==> src/rtl/ch_pkt_pkg.sv <==
// ch_pkt_pkg: shared cluster-head packet types, field widths and advert FSM states
package ch_pkt_pkg;
  localparam int TYPE_W = 4;
  localparam int REP_W = 4;
  localparam int SEQ_W = 8;
  localparam logic [TYPE_W-1:0] CHADV_TYPE = 4'h3;
  localparam logic [15:0] HOPS_NONE = 16'hFFFF;
  localparam logic [15:0] ID_NONE = 16'hFFFF;
  typedef struct packed {
    logic [15:0] CH_ID;
    logic [15:0] CH_Hops;
    logic [15:0] CH_QValue;
  } clusterHeadInformation;
  typedef enum logic [1:0] {S_IDLE, S_SEND, S_GAP, S_DONE} adv_state_t;
  function automatic logic [15:0] adv_header(input logic [REP_W-1:0] rep, input logic [SEQ_W-1:0] seq);
    return {CHADV_TYPE, rep, seq};
  endfunction
endpackage

==> src/rtl/ch_adv_serializer.sv <==
// ch_adv_serializer: presents header, ID, Hops, Q of one copy under valid/ready hold
module ch_adv_serializer
  import ch_pkt_pkg::*;
#(
  parameter int WORD_WIDTH = 16
) (
  input  logic                  clk,
  input  logic                  nrst,
  input  logic                  load,
  input  logic                  abort,
  input  logic [WORD_WIDTH-1:0] hdr,
  input  clusterHeadInformation info,
  input  logic                  tx_ready,
  output logic [WORD_WIDTH-1:0] tx_data,
  output logic                  tx_valid,
  output logic                  tx_last,
  output logic                  copy_done
);
  logic [1:0] word_idx;
  logic [1:0] nxt_idx;
  logic [WORD_WIDTH-1:0] nxt_word;
  logic xfer;
  assign xfer = tx_valid && tx_ready;
  assign copy_done = xfer && word_idx == 2'd3;
  assign nxt_idx = word_idx + 2'd1;
  always_comb
    nxt_word = nxt_idx == 2'd1 ? info.CH_ID : nxt_idx == 2'd2 ? info.CH_Hops : info.CH_QValue;
  always_ff @(posedge clk or negedge nrst)
    if (!nrst) begin
      word_idx <= 2'd0;
      tx_data  <= '0;
      tx_valid <= 1'b0;
      tx_last  <= 1'b0;
    end else if (abort) begin
      word_idx <= 2'd0;
      tx_valid <= 1'b0;
      tx_last  <= 1'b0;
    end else if (load) begin
      word_idx <= 2'd0;
      tx_data  <= hdr;
      tx_valid <= 1'b1;
      tx_last  <= 1'b0;
    end else if (copy_done) begin
      tx_valid <= 1'b0;
      tx_last  <= 1'b0;
    end else if (xfer) begin
      word_idx <= nxt_idx;
      tx_data  <= nxt_word;
      tx_last  <= nxt_idx == 2'd3;
    end
endmodule

==> src/rtl/ch_advert_tx.sv <==
// ch_advert_tx: snapshots CH advert fields and sends ADV_REPEAT gapped copies on the TX bus
module ch_advert_tx
  import ch_pkt_pkg::*;
#(
  parameter int WORD_WIDTH = 16,
  parameter int ADV_REPEAT = 3,
  parameter int GAP_CYCLES = 8
) (
  input  logic                  clk,
  input  logic                  nrst,
  input  logic                  en_CHA,
  input  logic                  HB_reset,
  input  logic                  is_CH,
  input  logic [WORD_WIDTH-1:0] my_ID,
  input  logic [WORD_WIDTH-1:0] my_QValue,
  input  logic [WORD_WIDTH-1:0] chosenCH,
  input  logic [WORD_WIDTH-1:0] hopsfromCH,
  input  logic [WORD_WIDTH-1:0] chosenQ,
  output logic [WORD_WIDTH-1:0] tx_data,
  output logic                  tx_valid,
  output logic                  tx_last,
  input  logic                  tx_ready,
  output logic                  busy,
  output logic                  done
);
  localparam int GW = $clog2(GAP_CYCLES + 1);
  adv_state_t state;
  clusterHeadInformation snap, fresh;
  logic [SEQ_W-1:0] seq;
  logic [REP_W-1:0] rep_cnt;
  logic [GW-1:0] gap_cnt;
  logic skip, skip_now, load, copy_done;
  logic [WORD_WIDTH-1:0] hdr;
  always_comb begin
    fresh.CH_ID = is_CH ? my_ID : chosenCH;
    fresh.CH_Hops = is_CH ? 16'h0000 : hopsfromCH == HOPS_NONE ? HOPS_NONE : hopsfromCH + 16'd1;
    fresh.CH_QValue = is_CH ? my_QValue : chosenQ;
  end
  assign skip_now = !is_CH && chosenCH == ID_NONE;
  // the first copy's header is built while rep_cnt is still being cleared
  assign hdr = adv_header(state == S_IDLE ? {REP_W{1'b0}} : rep_cnt, seq);
  assign load = !HB_reset && ((state == S_IDLE && en_CHA && !skip_now) || (state == S_GAP && gap_cnt == '0));
  assign busy = state != S_IDLE;
  always_ff @(posedge clk or negedge nrst)
    if (!nrst) begin
      state   <= S_IDLE;
      snap    <= '0;
      seq     <= '0;
      rep_cnt <= '0;
      gap_cnt <= '0;
      skip    <= 1'b0;
      done    <= 1'b0;
    end else begin
      done <= 1'b0;
      if (HB_reset) begin
        state   <= S_IDLE;
        rep_cnt <= '0;
        gap_cnt <= '0;
      end else
        case (state)
          S_IDLE:
            if (en_CHA) begin
              snap    <= fresh;
              skip    <= skip_now;
              rep_cnt <= '0;
              state   <= skip_now ? S_DONE : S_SEND;
              done    <= skip_now;
            end
          S_SEND:
            if (copy_done) begin
              if (rep_cnt == REP_W'(ADV_REPEAT - 1)) begin
                state <= S_DONE;
                done  <= 1'b1;
              end else begin
                rep_cnt <= rep_cnt + 1'b1;
                gap_cnt <= GW'(GAP_CYCLES - 1);
                state   <= S_GAP;
              end
            end
          S_GAP:
            if (gap_cnt == '0) state <= S_SEND;
            else gap_cnt <= gap_cnt - 1'b1;
          S_DONE: begin
            state <= S_IDLE;
            if (!skip) seq <= seq + 1'b1;
          end
          default: state <= S_IDLE;
        endcase
    end
  ch_adv_serializer #(.WORD_WIDTH(WORD_WIDTH)) u_ser (
    .clk       (clk),
    .nrst      (nrst),
    .load      (load),
    .abort     (HB_reset),
    .hdr       (hdr),
    .info      (state == S_IDLE ? fresh : snap),
    .tx_ready  (tx_ready),
    .tx_data   (tx_data),
    .tx_valid  (tx_valid),
    .tx_last   (tx_last),
    .copy_done (copy_done)
  );
endmodule
==> config.mk <==
export PLATFORM = sky130hd
export DESIGN_NAME = ch_advert_tx
export DESIGN_NICKNAME = d
export VERILOG_FILES = /design/src/rtl/ch_pkt_pkg.sv /design/src/rtl/ch_adv_serializer.sv /design/src/rtl/ch_advert_tx.sv
export SDC_FILE = /design/constraint.sdc
export NUM_CORES = 1
export LEC_CHECK = 0
export CAP_MARGIN = 15
export CORE_ASPECT_RATIO = 0.5
export CORE_UTILIZATION = 57
export DETAILED_ROUTE_END_ITERATION = 8
export GPL_ROUTABILITY_DRIVEN = 0
export PLACE_DENSITY_LB_ADDON = 0.05
export SLEW_MARGIN = 30
export SYNTH_ARGS = -nofsm -noshare
export SYNTH_HDL_FRONTEND = slang
export SYNTH_SLANG_ARGS = --single-unit
==> constraint.sdc <==
create_clock -name clk -period 3 [get_ports clk]
set_input_delay 0.6 -clock clk [delete_from_list [all_inputs] [get_ports clk]]
set_output_delay 0.6 -clock clk [all_outputs]
set_load 0.02 [all_outputs]
==> impl_metrics.yaml <==
global_route:
  grt_max_degree: 54
  grt_use_total_pct: 33.7
  grt_pass1_wl_mm: 25.3
  gr-total-overflow: 0
  antenna_found_initial: 0
  grt_pass1_vias: 4927
layout:
  drive_gt1_share_pct: 8.89
  finalNonFillerCells: 837
  nFillCells: 647
  area_delta_synth_final_pct: 28.2
  antennaDiodeCount: 0
  fin_nets: 811
worst_setup_path:
  crit_cells: 3
  regToRegStartpoint: "u_ser.word_idx[1]"
  critPathTopFamily: "buffers and inverters"
  worstSetupEndpoint: "busy"
  endpoint_kind: "output pin"
  path_cells: "nor2_2, inv_1, clkdlybuf4s50_1"
  cpPeakStageDelay_ns: 0.68
  required_ns: 2.40
  path_class: "flop to output pin"
  path_buf_inv: 2
  slowest_stage: "clkdlybuf4s50_1"
  crit_start: "state[1]"
  worstPathArrival_ns: 1.97
  rr_worst_depth: 6
  timing.rr.end: "u_ser.tx_data[11]"
  regToRegSetupSlack_ns: 0.58
  start_kind: "flop"
  cp_max_fo: 12
clocking:
  cts_hold_buffers: 0
  cts_tree: "yes"
  h-tree-depth: 3
  clockRootBuffer: "clkbuf_16"
  post_cts_resize_count: 0
  clock_path_buffers: 2
  numCtsBuffers: 9
  cts_sinks: 88
  path_clk_slew_ns: 0.07
  postCtsSetupBuffers: 0
  insertion_delay_ns: 0.35
power_and_ir_drop:
  total_power_mw: 3.79
  p_leak_nw: 2.95
  ir_drop_v: 0.000349
  power_density_nw_per_um2: 547
sta:
  hold_ws_ns: 0.211
  fin_crit_sh_pct: 85.8
  fin_ws_ns: 0.427
  worstMarginPinSlew_ns: 0.853
  rsz0062_at_grt: "no"
  finClkSkew_ns: 0.00403
  setup_tns_ns: 0
  slew_violations: 0
  fmax_ghz: 0.389
  period_needed_ns: 2.57
  finalSetupViolCount: 0
  finalHoldViolations: 0
  max-slew-margin-rel_pct: 43.1
drt:
  wire_per_inst_um: 19.0
  via_per_inst: 6.22
  vias: 5210
  drc: 0
  ant_nets: 0
  drt-initial-drc-count: 544
  firstDrtPassIters: 6
  routed_wirelength_mm: 15.9
floorplan:
  num_io_pins: 106
  rows: 24
  coreArea_um2: 8950
  die_width_um: 140
  dieArea_um2: 9900
  die_y_um: 70.9
  start_util_pct: 60.4
synthesis:
  synth-edff-count: 0
  synth_area_um2: 5410
  ys.flop_type: "dfrtp_1"
  ys_seq_area_share_pct: 40.7
  yosys_warnings: 0
  ys_seq_elements: 88
  syn-num-nets: 710
  synthArstFlopShare_pct: 100
  yosysMostFrequentCell: "nand2_1"
  synth_area_leaders: "dfrtp_1 (41%), nand2_1 (7.0%), mux2i_1 (6.3%), o21ai_0 (5.8%), ha_1 (2.3%)"
  synth_top_area_share_pct: 40.7
  yosysTopAreaCell: "dfrtp_1"
  synthDistinctLibCells: 67
  synth_area_per_cell_um2: 8.81
  synthCells: 614
  synth_common_cells: "nand2_1 (101), dfrtp_1 (88), o21ai_0 (63)"
outcome:
  outcome: "finished, final reports clean"
place:
  port_buffers: 105
  pre_cts_slack_ns: 0.155
  dp_cells: 821
  dp_hpwl_mm: 11.6
min_path:
  hold_path_class: "primary input to async pin"
run:
  drv_cap: 0
## worst min path at each step
stage	start	end	slack [ns]	cells after the start
2_1_floorplan	nrst	done	0.30	0
3_3_place_gp	snap[43]	snap[43]	0.46	2
3_5_place_dp	snap[43]	snap[43]	0.46	2
4_1_cts	nrst	seq[0]	0.22	1
5_1_grt	nrst	u_ser.tx_valid	0.25	1
6_report	nrst	gap_cnt[3]	0.21	1
## where the power goes
group | switching, mW | internal [mW]
Clock | 0.496 | 0.671
Sequential | 0.161 | 1.41
Combinational | 0.588 | 0.468
## cell usage in the layout, fill, tap and decap left out, types with 11 or more instances in the layout
cell type        instances
nand3_1                 20
nor2_1                  28
a21oi_1                 21
mux2i_1                 34
buf_4                   25
inv_1                   22
nand4_1                 11
nand2_1                101
dfrtp_1                 88
a211oi_1                13
o21ai_0                 63
clkdlybuf4s50_1        103
## routing by layer
metal,GRT usage [%],share of wire [%],vias up
li1,-,-,2461
met1,44.0,42,2471
met2,53.7,45,238
met3,10.8,10,40
met4,11.4,2.6,0
met5,0,0,-
## stage by stage
step | instance area, um^2 | util, %
2_1_floorplan | 5410 | -
3_3_place_gp | 6620 | 74.0
3_5_place_dp | 6620 | 74.0
4_1_cts | 6930 | 77.4
5_1_grt | 6930 | 77.4
6_report | 6930 | 77.4
## sequential cells by signal (all words and copies together) (netlist names)
register,flops
seq,8
done,1
u_ser.tx_last,1
snap,48
state,2
gap_cnt,4
u_ser.tx_valid,1
u_ser.tx_data,16
rep_cnt,4
skip,1
u_ser.word_idx,2
## cell type report
cell class / instances / area, um^2 / area share [%]
clock buffers: 10 / 239 / 3.45
clock inverters: 6 / 67.6 / 0.975
inverters: 22 / 82.6 / 1.19
multi-input cells: 463 / 2930 / 42.3
flip-flops and latches: 88 / 2200 / 31.8
well taps: 117 / 146 / 2.11
repair buffers: 131 / 1260 / 18.2
## cell families after synthesis
kind of cell / share of synthesized area (%)
simple gates: 19.9
compound gates: 22.3
flops: 40.7
buf+inv: 5.16
mux: 7.75
xor+xnor: 1.94
fa+ha+maj: 2.31
Note: power is estimated with default switching activity, not from simulation.
